[src/rtl/msp_trace_ctrl_if.sv]
// msp_trace_ctrl_if: capture, trigger, readback and status signals of the
// MSP430 instruction-trace sequencer.
// Optional macro MSP_TRACE_TSTAMP_EN widens rd_data from 33 to 49 bits.
interface msp_trace_ctrl_if #(
    parameter int DEPTH_LOG2 = 4,
    parameter int POST_W     = 8
);
`ifdef MSP_TRACE_TSTAMP_EN
    localparam int ENTRY_W = 49;
`else
    localparam int ENTRY_W = 33;
`endif

    // Core observation
    logic                  decode;
    logic [15:0]           pc;
    logic [15:0]           ir;
    logic                  irq_detect;
    // Session control
    logic                  arm;
    logic                  abort;
    logic                  trig_en;
    logic [15:0]           trig_pc;
    logic                  force_trig;
    logic [POST_W-1:0]     post_cnt;
    // Readback
    logic                  rd_req;
    logic                  rd_valid;
    logic [ENTRY_W-1:0]    rd_data;
    // Status
    logic [1:0]            state;
    logic [DEPTH_LOG2:0]   count;
    logic                  triggered;

    modport master (
        output decode, pc, ir, irq_detect, arm, abort, trig_en, trig_pc,
               force_trig, post_cnt, rd_req,
        input  rd_valid, rd_data, state, count, triggered
    );

    modport slave (
        input  decode, pc, ir, irq_detect, arm, abort, trig_en, trig_pc,
               force_trig, post_cnt, rd_req,
        output rd_valid, rd_data, state, count, triggered
    );
endinterface

[src/rtl/msp_trace_ctrl.sv]
// msp_trace_ctrl: instruction-trace capture sequencer for the MSP430 debug path.
// Stores {irq, pc, ir} per decoded instruction in a circular buffer, stops a
// programmable number of decodes after a PC-match or forced trigger, and
// returns the buffer oldest-first through a rd_req/rd_valid handshake.
// Optional macro MSP_TRACE_TSTAMP_EN adds a 16-bit inter-decode cycle delta
// to every entry ({delta, irq, pc, ir}).
module msp_trace_ctrl #(
    parameter int DEPTH_LOG2 = 4,   // must be >= 1
    parameter int POST_W     = 8
) (
    input  logic             mclk,
    input  logic             puc_rst,
    msp_trace_ctrl_if.slave  bus
);
    localparam int DEPTH = 1 << DEPTH_LOG2;
    localparam int CNT_W = DEPTH_LOG2 + 1;
`ifdef MSP_TRACE_TSTAMP_EN
    localparam int ENTRY_W = 49;
`else
    localparam int ENTRY_W = 33;
`endif

    typedef enum logic [1:0] {
        ST_IDLE  = 2'd0,
        ST_ARMED = 2'd1,
        ST_POST  = 2'd2,
        ST_DONE  = 2'd3
    } state_t;

    state_t                 state_q;
    logic [DEPTH_LOG2-1:0]  wr_ptr_q;
    logic [DEPTH_LOG2-1:0]  rd_ptr_q;
    logic [CNT_W-1:0]       count_q;
    logic [POST_W-1:0]      post_q;
    logic                   triggered_q;
    logic                   rd_valid_q;
    logic [ENTRY_W-1:0]     rd_data_q;
    logic [ENTRY_W-1:0]     mem [DEPTH];

    logic                   cap;
    logic                   trig_hit;
    logic [DEPTH_LOG2-1:0]  wr_ptr_nxt;
    logic [CNT_W-1:0]       count_nxt;
    logic [DEPTH_LOG2-1:0]  rd_ptr_done;
    logic [ENTRY_W-1:0]     entry;

`ifdef MSP_TRACE_TSTAMP_EN
    logic [15:0]            ts_q;
    logic                   first_q;
    logic [15:0]            delta;

    // Cycle delta of this decode relative to the previous captured one.
    always_comb begin
        delta = '0;
        if (!first_q)
            delta = (ts_q == 16'hFFFF) ? 16'hFFFF : ts_q + 16'd1;
    end

    // Inter-decode cycle counter: cleared on arm/capture, held at 0 in IDLE.
    always_ff @(posedge mclk) begin
        if (puc_rst) begin
            ts_q    <= '0;
            first_q <= 1'b1;
        end else if (bus.abort) begin
            ts_q    <= '0;
        end else if (bus.arm) begin
            ts_q    <= '0;
            first_q <= 1'b1;
        end else if (cap) begin
            ts_q    <= '0;
            first_q <= 1'b0;
        end else if (state_q == ST_IDLE) begin
            ts_q    <= '0;
        end else if (ts_q != 16'hFFFF) begin
            ts_q    <= ts_q + 16'd1;
        end
    end
`endif

    // Capture qualification and next write-side pointer/count values.
    always_comb begin
        // NOTE: every always_comb output gets a default first so no path can infer a latch.
        cap         = 1'b0;
        trig_hit    = bus.force_trig |
                      (bus.trig_en & bus.decode & (bus.pc == bus.trig_pc));
        if ((state_q == ST_ARMED || state_q == ST_POST) && !bus.abort && !bus.arm)
            cap = bus.decode;
        wr_ptr_nxt  = cap ? wr_ptr_q + 1'b1 : wr_ptr_q;
        count_nxt   = (cap && count_q != CNT_W'(DEPTH)) ? count_q + 1'b1 : count_q;
        // Oldest entry once this cycle's capture (if any) has landed.
        rd_ptr_done = wr_ptr_nxt - count_nxt[DEPTH_LOG2-1:0];
`ifdef MSP_TRACE_TSTAMP_EN
        entry       = {delta, bus.irq_detect, bus.pc, bus.ir};
`else
        entry       = {bus.irq_detect, bus.pc, bus.ir};
`endif
    end

    // Trace buffer write port.
    always_ff @(posedge mclk) begin
        // NOTE: the buffer has no reset; its contents are don't-care until written, and count_q guards every read.
        if (cap)
            mem[wr_ptr_q] <= entry;
    end

    // Session FSM with registered status and readback outputs.
    always_ff @(posedge mclk) begin
        // NOTE: all sequential state uses non-blocking assignments so every register samples pre-edge values.
        if (puc_rst) begin
            state_q     <= ST_IDLE;
            wr_ptr_q    <= '0;
            rd_ptr_q    <= '0;
            count_q     <= '0;
            post_q      <= '0;
            triggered_q <= 1'b0;
            rd_valid_q  <= 1'b0;
            rd_data_q   <= '0;
        end else begin
            rd_valid_q <= 1'b0;
            if (bus.abort) begin
                state_q <= ST_IDLE;
            end else if (bus.arm) begin
                state_q     <= ST_ARMED;
                wr_ptr_q    <= '0;
                rd_ptr_q    <= '0;
                count_q     <= '0;
                post_q      <= '0;
                triggered_q <= 1'b0;
            end else begin
                case (state_q)
                    ST_IDLE: ;
                    ST_ARMED: begin
                        wr_ptr_q <= wr_ptr_nxt;
                        count_q  <= count_nxt;
                        if (trig_hit) begin
                            triggered_q <= 1'b1;
                            post_q      <= bus.post_cnt;
                            if (bus.post_cnt == '0) begin
                                state_q  <= ST_DONE;
                                rd_ptr_q <= rd_ptr_done;
                            end else begin
                                state_q  <= ST_POST;
                            end
                        end
                    end
                    ST_POST: begin
                        if (cap) begin
                            wr_ptr_q <= wr_ptr_nxt;
                            count_q  <= count_nxt;
                            post_q   <= post_q - 1'b1;
                            if (post_q == POST_W'(1)) begin
                                state_q  <= ST_DONE;
                                rd_ptr_q <= rd_ptr_done;
                            end
                        end
                    end
                    ST_DONE: begin
                        if (bus.rd_req) begin
                            if (count_q != '0) begin
                                rd_valid_q <= 1'b1;
                                rd_data_q  <= mem[rd_ptr_q];
                                rd_ptr_q   <= rd_ptr_q + 1'b1;
                                count_q    <= count_q - 1'b1;
                            end else begin
                                state_q <= ST_IDLE;
                            end
                        end
                    end
                    default: state_q <= ST_IDLE;
                endcase
            end
        end
    end

    assign bus.state     = state_q;
    assign bus.count     = count_q;
    assign bus.triggered = triggered_q;
    assign bus.rd_valid  = rd_valid_q;
    assign bus.rd_data   = rd_data_q;

endmodule

[src/flat_wrapper.sv]
// flat-port wrapper written by rule: the top's interface ports become plain ports
module msp_trace_ctrl_flat 
#(
    parameter int DEPTH_LOG2 = 4,                  
    parameter int POST_W     = 8
)
  (mclk, puc_rst, bus_decode, bus_pc, bus_ir, bus_irq_detect, bus_arm, bus_abort, bus_trig_en, bus_trig_pc, bus_force_trig, bus_post_cnt, bus_rd_req, bus_rd_valid, bus_rd_data, bus_state, bus_count, bus_triggered);
  msp_trace_ctrl_if #(.DEPTH_LOG2(DEPTH_LOG2), .POST_W(POST_W)) bus_i ();
  input  logic mclk;
  input  logic puc_rst;
  input wire logic [$bits(bus_i.decode)-1:0] bus_decode;
  input wire logic [$bits(bus_i.pc)-1:0] bus_pc;
  input wire logic [$bits(bus_i.ir)-1:0] bus_ir;
  input wire logic [$bits(bus_i.irq_detect)-1:0] bus_irq_detect;
  input wire logic [$bits(bus_i.arm)-1:0] bus_arm;
  input wire logic [$bits(bus_i.abort)-1:0] bus_abort;
  input wire logic [$bits(bus_i.trig_en)-1:0] bus_trig_en;
  input wire logic [$bits(bus_i.trig_pc)-1:0] bus_trig_pc;
  input wire logic [$bits(bus_i.force_trig)-1:0] bus_force_trig;
  input wire logic [$bits(bus_i.post_cnt)-1:0] bus_post_cnt;
  input wire logic [$bits(bus_i.rd_req)-1:0] bus_rd_req;
  output wire logic [$bits(bus_i.rd_valid)-1:0] bus_rd_valid;
  output wire logic [$bits(bus_i.rd_data)-1:0] bus_rd_data;
  output wire logic [$bits(bus_i.state)-1:0] bus_state;
  output wire logic [$bits(bus_i.count)-1:0] bus_count;
  output wire logic [$bits(bus_i.triggered)-1:0] bus_triggered;
  assign bus_i.decode = bus_decode;
  assign bus_i.pc = bus_pc;
  assign bus_i.ir = bus_ir;
  assign bus_i.irq_detect = bus_irq_detect;
  assign bus_i.arm = bus_arm;
  assign bus_i.abort = bus_abort;
  assign bus_i.trig_en = bus_trig_en;
  assign bus_i.trig_pc = bus_trig_pc;
  assign bus_i.force_trig = bus_force_trig;
  assign bus_i.post_cnt = bus_post_cnt;
  assign bus_i.rd_req = bus_rd_req;
  assign bus_rd_valid = bus_i.rd_valid;
  assign bus_rd_data = bus_i.rd_data;
  assign bus_state = bus_i.state;
  assign bus_count = bus_i.count;
  assign bus_triggered = bus_i.triggered;
  msp_trace_ctrl #(.DEPTH_LOG2(DEPTH_LOG2), .POST_W(POST_W)) u_core (.mclk(mclk), .puc_rst(puc_rst), .bus(bus_i));
endmodule
[config.mk]
export PLATFORM = sky130hd
export DESIGN_NAME = msp_trace_ctrl_flat
export DESIGN_NICKNAME = d
export VERILOG_FILES = /design/src/rtl/msp_trace_ctrl_if.sv /design/src/rtl/msp_trace_ctrl.sv /design/src/flat_wrapper.sv
export SDC_FILE = /design/constraint.sdc
export NUM_CORES = 1
export LEC_CHECK = 0
export BUFFER_PORTS_ARGS = -buffer_cell sky130_fd_sc_hd__buf_4
export CORE_MARGIN = 5
export CORE_UTILIZATION = 35
export DETAILED_ROUTE_END_ITERATION = 10
export MAX_ROUTING_LAYER = met4
export PLACE_DENSITY = 0.59
export SLEW_MARGIN = 10
export SYNTH_ARGS = -nofsm -noshare
export SYNTH_HDL_FRONTEND = slang
export SYNTH_SLANG_ARGS = --single-unit
[constraint.sdc]
create_clock -name mclk -period 4.95 [get_ports mclk]
set_input_delay 0.7425 -clock mclk [delete_from_list [all_inputs] [get_ports mclk]]
set_output_delay 0.7425 -clock mclk [all_outputs]
set_load 0.1 [all_outputs]
==> results_dict.tcl <==
set metrics [dict create \
    status "complete, no violations" \
    post_cts_buffers 0 \
    whs_ns 0.353 \
    power_density_nw_per_um2 369 \
    cts-root-buf "clkbuf_16" \
    setup_viol 0 \
    crit_arrival_ns 3.74 \
    grt_max_degree 63 \
    postRouteAntennaNets 0 \
    synth_fa_ha_area_share_pct 1.05 \
    nets 1399 \
    period_needed_ns 3.26 \
    routabilityCongestion 0.853 \
    power_switching_mw 1.99 \
    track_usage_pct 15.5 \
    rsz0062_at_grt "false" \
    min_path_cells 2 \
    cts-htree-levels 2 \
    ys_top_cells_by_area "edfxtp_1 (68%), mux4_2 (16%), dfxtp_1 (5.0%)" \
    drc_errors 0 \
    dp_hpwl_mm 33.1 \
    critPathLaunch "u_core.bus.state[1]" \
    seqPwrFrac_pct 53.9 \
    finalHoldViolations 0 \
    synth_flop_cell "edfxtp_1" \
    synth-warning-count 0 \
    reg2reg_depth 12 \
    slew-limit-headroom_pct 30.4 \
    synth_top_area_share_pct 68.1 \
    synthesis.area_um2 23300 \
    first_pass_iters 5 \
    cts_buffers 58 \
    synthMuxAreaShare_pct 16.2 \
    die_x_um 268 \
    synthArstFlopShare_pct 0 \
    clockPowerShare_pct 43.8 \
    grt.overflow.total 0 \
    grt_pass1_wl_mm 81.0 \
    final.setup.tns_ns 0 \
    synth_edf_count 528 \
    synthesis.nets 1273 \
    rows 94 \
    p_int_mw 8.01 \
    synth_xor_area_share_pct 1.19 \
    fmax_ghz 0.306 \
    pwr-share-comb_pct 2.3 \
    layout.cells.non_filler 2229 \
    die_area_um2 71800 \
    drv_slew 0 \
    synth_cell_type_count 56 \
    drive_gt1_share_pct 30.0 \
    final.setup_skew_ns 0.0233 \
    synth_top_area_cell "edfxtp_1" \
    grt_pass1_vias 12057 \
    p_leak_nw 8.29 \
    min_path_type "in2reg" \
    required_ns 5.43 \
    cts_num_sinks 586 \
    clock_path_buffers 3 \
    wl_mm 54.2 \
    max-cap-violations 0 \
    io_pins 107 \
    crit_path_max_fanout 6 \
    ys_seq_elements 586 \
    clkTransAtPathRegs_ns 0.06 \
    cts_hold_buf 0 \
    num_vias 11598 \
    critPathLaunchType "flip-flop" \
    core_um2 65900 \
    endpoint_kind "flip-flop" \
    dp.cells 2119 \
    cts_resized 0 \
    p_sw_share_pct 19.9 \
    clk_latency_ns 0.61 \
    synth-simple-area-share_pct 4.06 \
    syn_inst 1189 \
    first_iter_violations 1232 \
    avgSynthCellArea_um2 19.6 \
    cts_tree "built" \
    die_h_um 268 \
    synth_top_family_by_area "multiplexers" \
    syn2layout_area_growth_pct 16.3 \
    wl_per_cell_um 24.3 \
    ir_worst_vdd_v 0.000277 \
    min-delay-start "bus_abort" \
    timing.rr.start "u_core.bus.state[1]" \
    crit_type "reg2reg" \
    start_util_pct 35.3 \
    post-route-period-util_pct 65.9 \
    grt_antenna_before_repair 0 \
    portBuffers 106 \
    diodes 0 \
    tightest_slew_ns 1.04 \
    vias_per_cell 5.20 \
    synth_compound_area_share_pct 2.61 \
    ys_seq_area_share_pct 73.1 \
]
-- path summary, 6_finish.rpt --
kind | endpoint | slack [ns]
setup / recovery | u_core.rd_ptr_q[3] | 1.69
hold reg to reg | u_core.bus.rd_data[0] | 0.46
setup reg to reg | u_core.rd_ptr_q[3] | 1.69
hold / removal | u_core.bus.state[0] | 0.35
-- routing by layer --
metal	vias up	track usage [%]	wire, µm
li1	5073	-	-
met1	6109	21.8	24300
met2	346	23.1	24800
met3	70	3.85	3960
met4	0	3.75	1210
met5	-	-	0
-- through the flow --
| stage | power, mW | cell area [µm²] | setup WS [ns] | util, % |
|---|---|---|---|---|
| after floorplan | 5.58 | 23300 | 0.739 | - |
| after global placement | 5.72 | 25200 | 1.61 | 38.2 |
| after detailed placement | 5.73 | 25200 | 1.61 | 38.2 |
| after CTS | 10.1 | 27100 | 1.74 | 41.1 |
| after global routing | 10.3 | 27100 | 1.44 | 41.1 |
| final | 10.0 | 27100 | 1.69 | 41.1 |
-- state kept, by name, indices dropped and copies added (netlist names) --
name                  flops
u_core.bus.count          5
u_core.bus.rd_data       33
u_core.bus.rd_valid       1
u_core.bus.state          2
u_core.bus.triggered      1
u_core.mem              528
u_core.post_q             8
u_core.rd_ptr_q           4
u_core.wr_ptr_q           4
-- cells in the mapped netlist, drive strengths merged (2+ instances only) --
cell	count
mux2i	5
a21bo	2
a21o	2
clkbuf	28
or3	3
o311ai	2
edfxtp	528
a21oi	56
a211oi	3
a311oi	2
o21bai	2
nor2	36
inv	16
buf	35
xnor2	24
or2	3
xor2	5
mux4	165
nor4	3
or4	5
a22oi	3
o31ai	2
nand4	9
nand2b	5
o2bb2ai	2
a31oi	5
nand2	95
dfxtp	58
ha	18
nor2b	6
nand3b	3
o21ai	19
nand3	12
nor3b	4
nor3	11
-- kinds of logic after synthesis --
kind of cell,Yosys count
adders and majority gates,19
xor gates and xnor gates,30
muxes,170
AOI/OAI and AO/OA,103
buffers and inverters,80
and+or+nand+nor,201
DFF,586
-- critical path, stage by stage (launching register included) --
cell and delay, ns:
dfxtp_1 0.43, inv_1 0.12, ha_1 0.34, nand4bb_1 0.23
a31oi_1 0.49, nand2_1 0.14, o21a_1 0.15, ha_1 0.27
a21o_1 0.16, a21oi_1 0.18, xnor3_1 0.33, a31oi_1 0.18
mux2i_1 0.09
-- cell type report --
class / instances / area, µm²
Sequential cell: 586 / 17000
Fill cell: 5783 / 38800
Multi-Input combinational cell: 523 / 5990
Inverter: 17 / 63.8
Clock buffer: 77 / 1570
Clock inverter: 33 / 332
Tap cell: 864 / 1080
Timing Repair Buffer: 129 / 1010
-- power by group through the flow --
stage	clock network (mW)	logic, mW	registers, mW
finish	4.38	0.227	5.39
global route	4.69	0.247	5.39
CTS	4.47	0.230	5.39
detailed placement	0	0.229	5.50
global placement	0	0.223	5.50
floorplan	0	0.0746	5.51
-- placed cells by master (no fill, tap or decap), types with 5 or more instances in the layout --
cell | synthesis | final
or4_1 | 5 | 5
nand4_1 | 9 | 9
clkbuf_16 | 0 | 58
clkinv_2 | 0 | 8
ha_1 | 18 | 18
clkbuf_1 | 28 | 14
bufinv_16 | 0 | 6
nor2b_1 | 6 | 6
edfxtp_1 | 528 | 528
xnor2_1 | 24 | 24
mux2i_1 | 5 | 5
nor3_1 | 11 | 7
a31oi_1 | 5 | 5
nand2b_1 | 5 | 5
clkinv_1 | 1 | 13
nand2_1 | 95 | 95
xor2_1 | 5 | 5
a21oi_1 | 56 | 56
dfxtp_1 | 58 | 54
clkbuf_8 | 0 | 5
mux4_2 | 164 | 164
nor2_4 | 0 | 13
buf_4 | 0 | 126
nand3_1 | 12 | 12
nor2_1 | 35 | 22
inv_1 | 16 | 16
o21ai_0 | 17 | 17
Note: power is estimated with default switching activity, not from simulation.
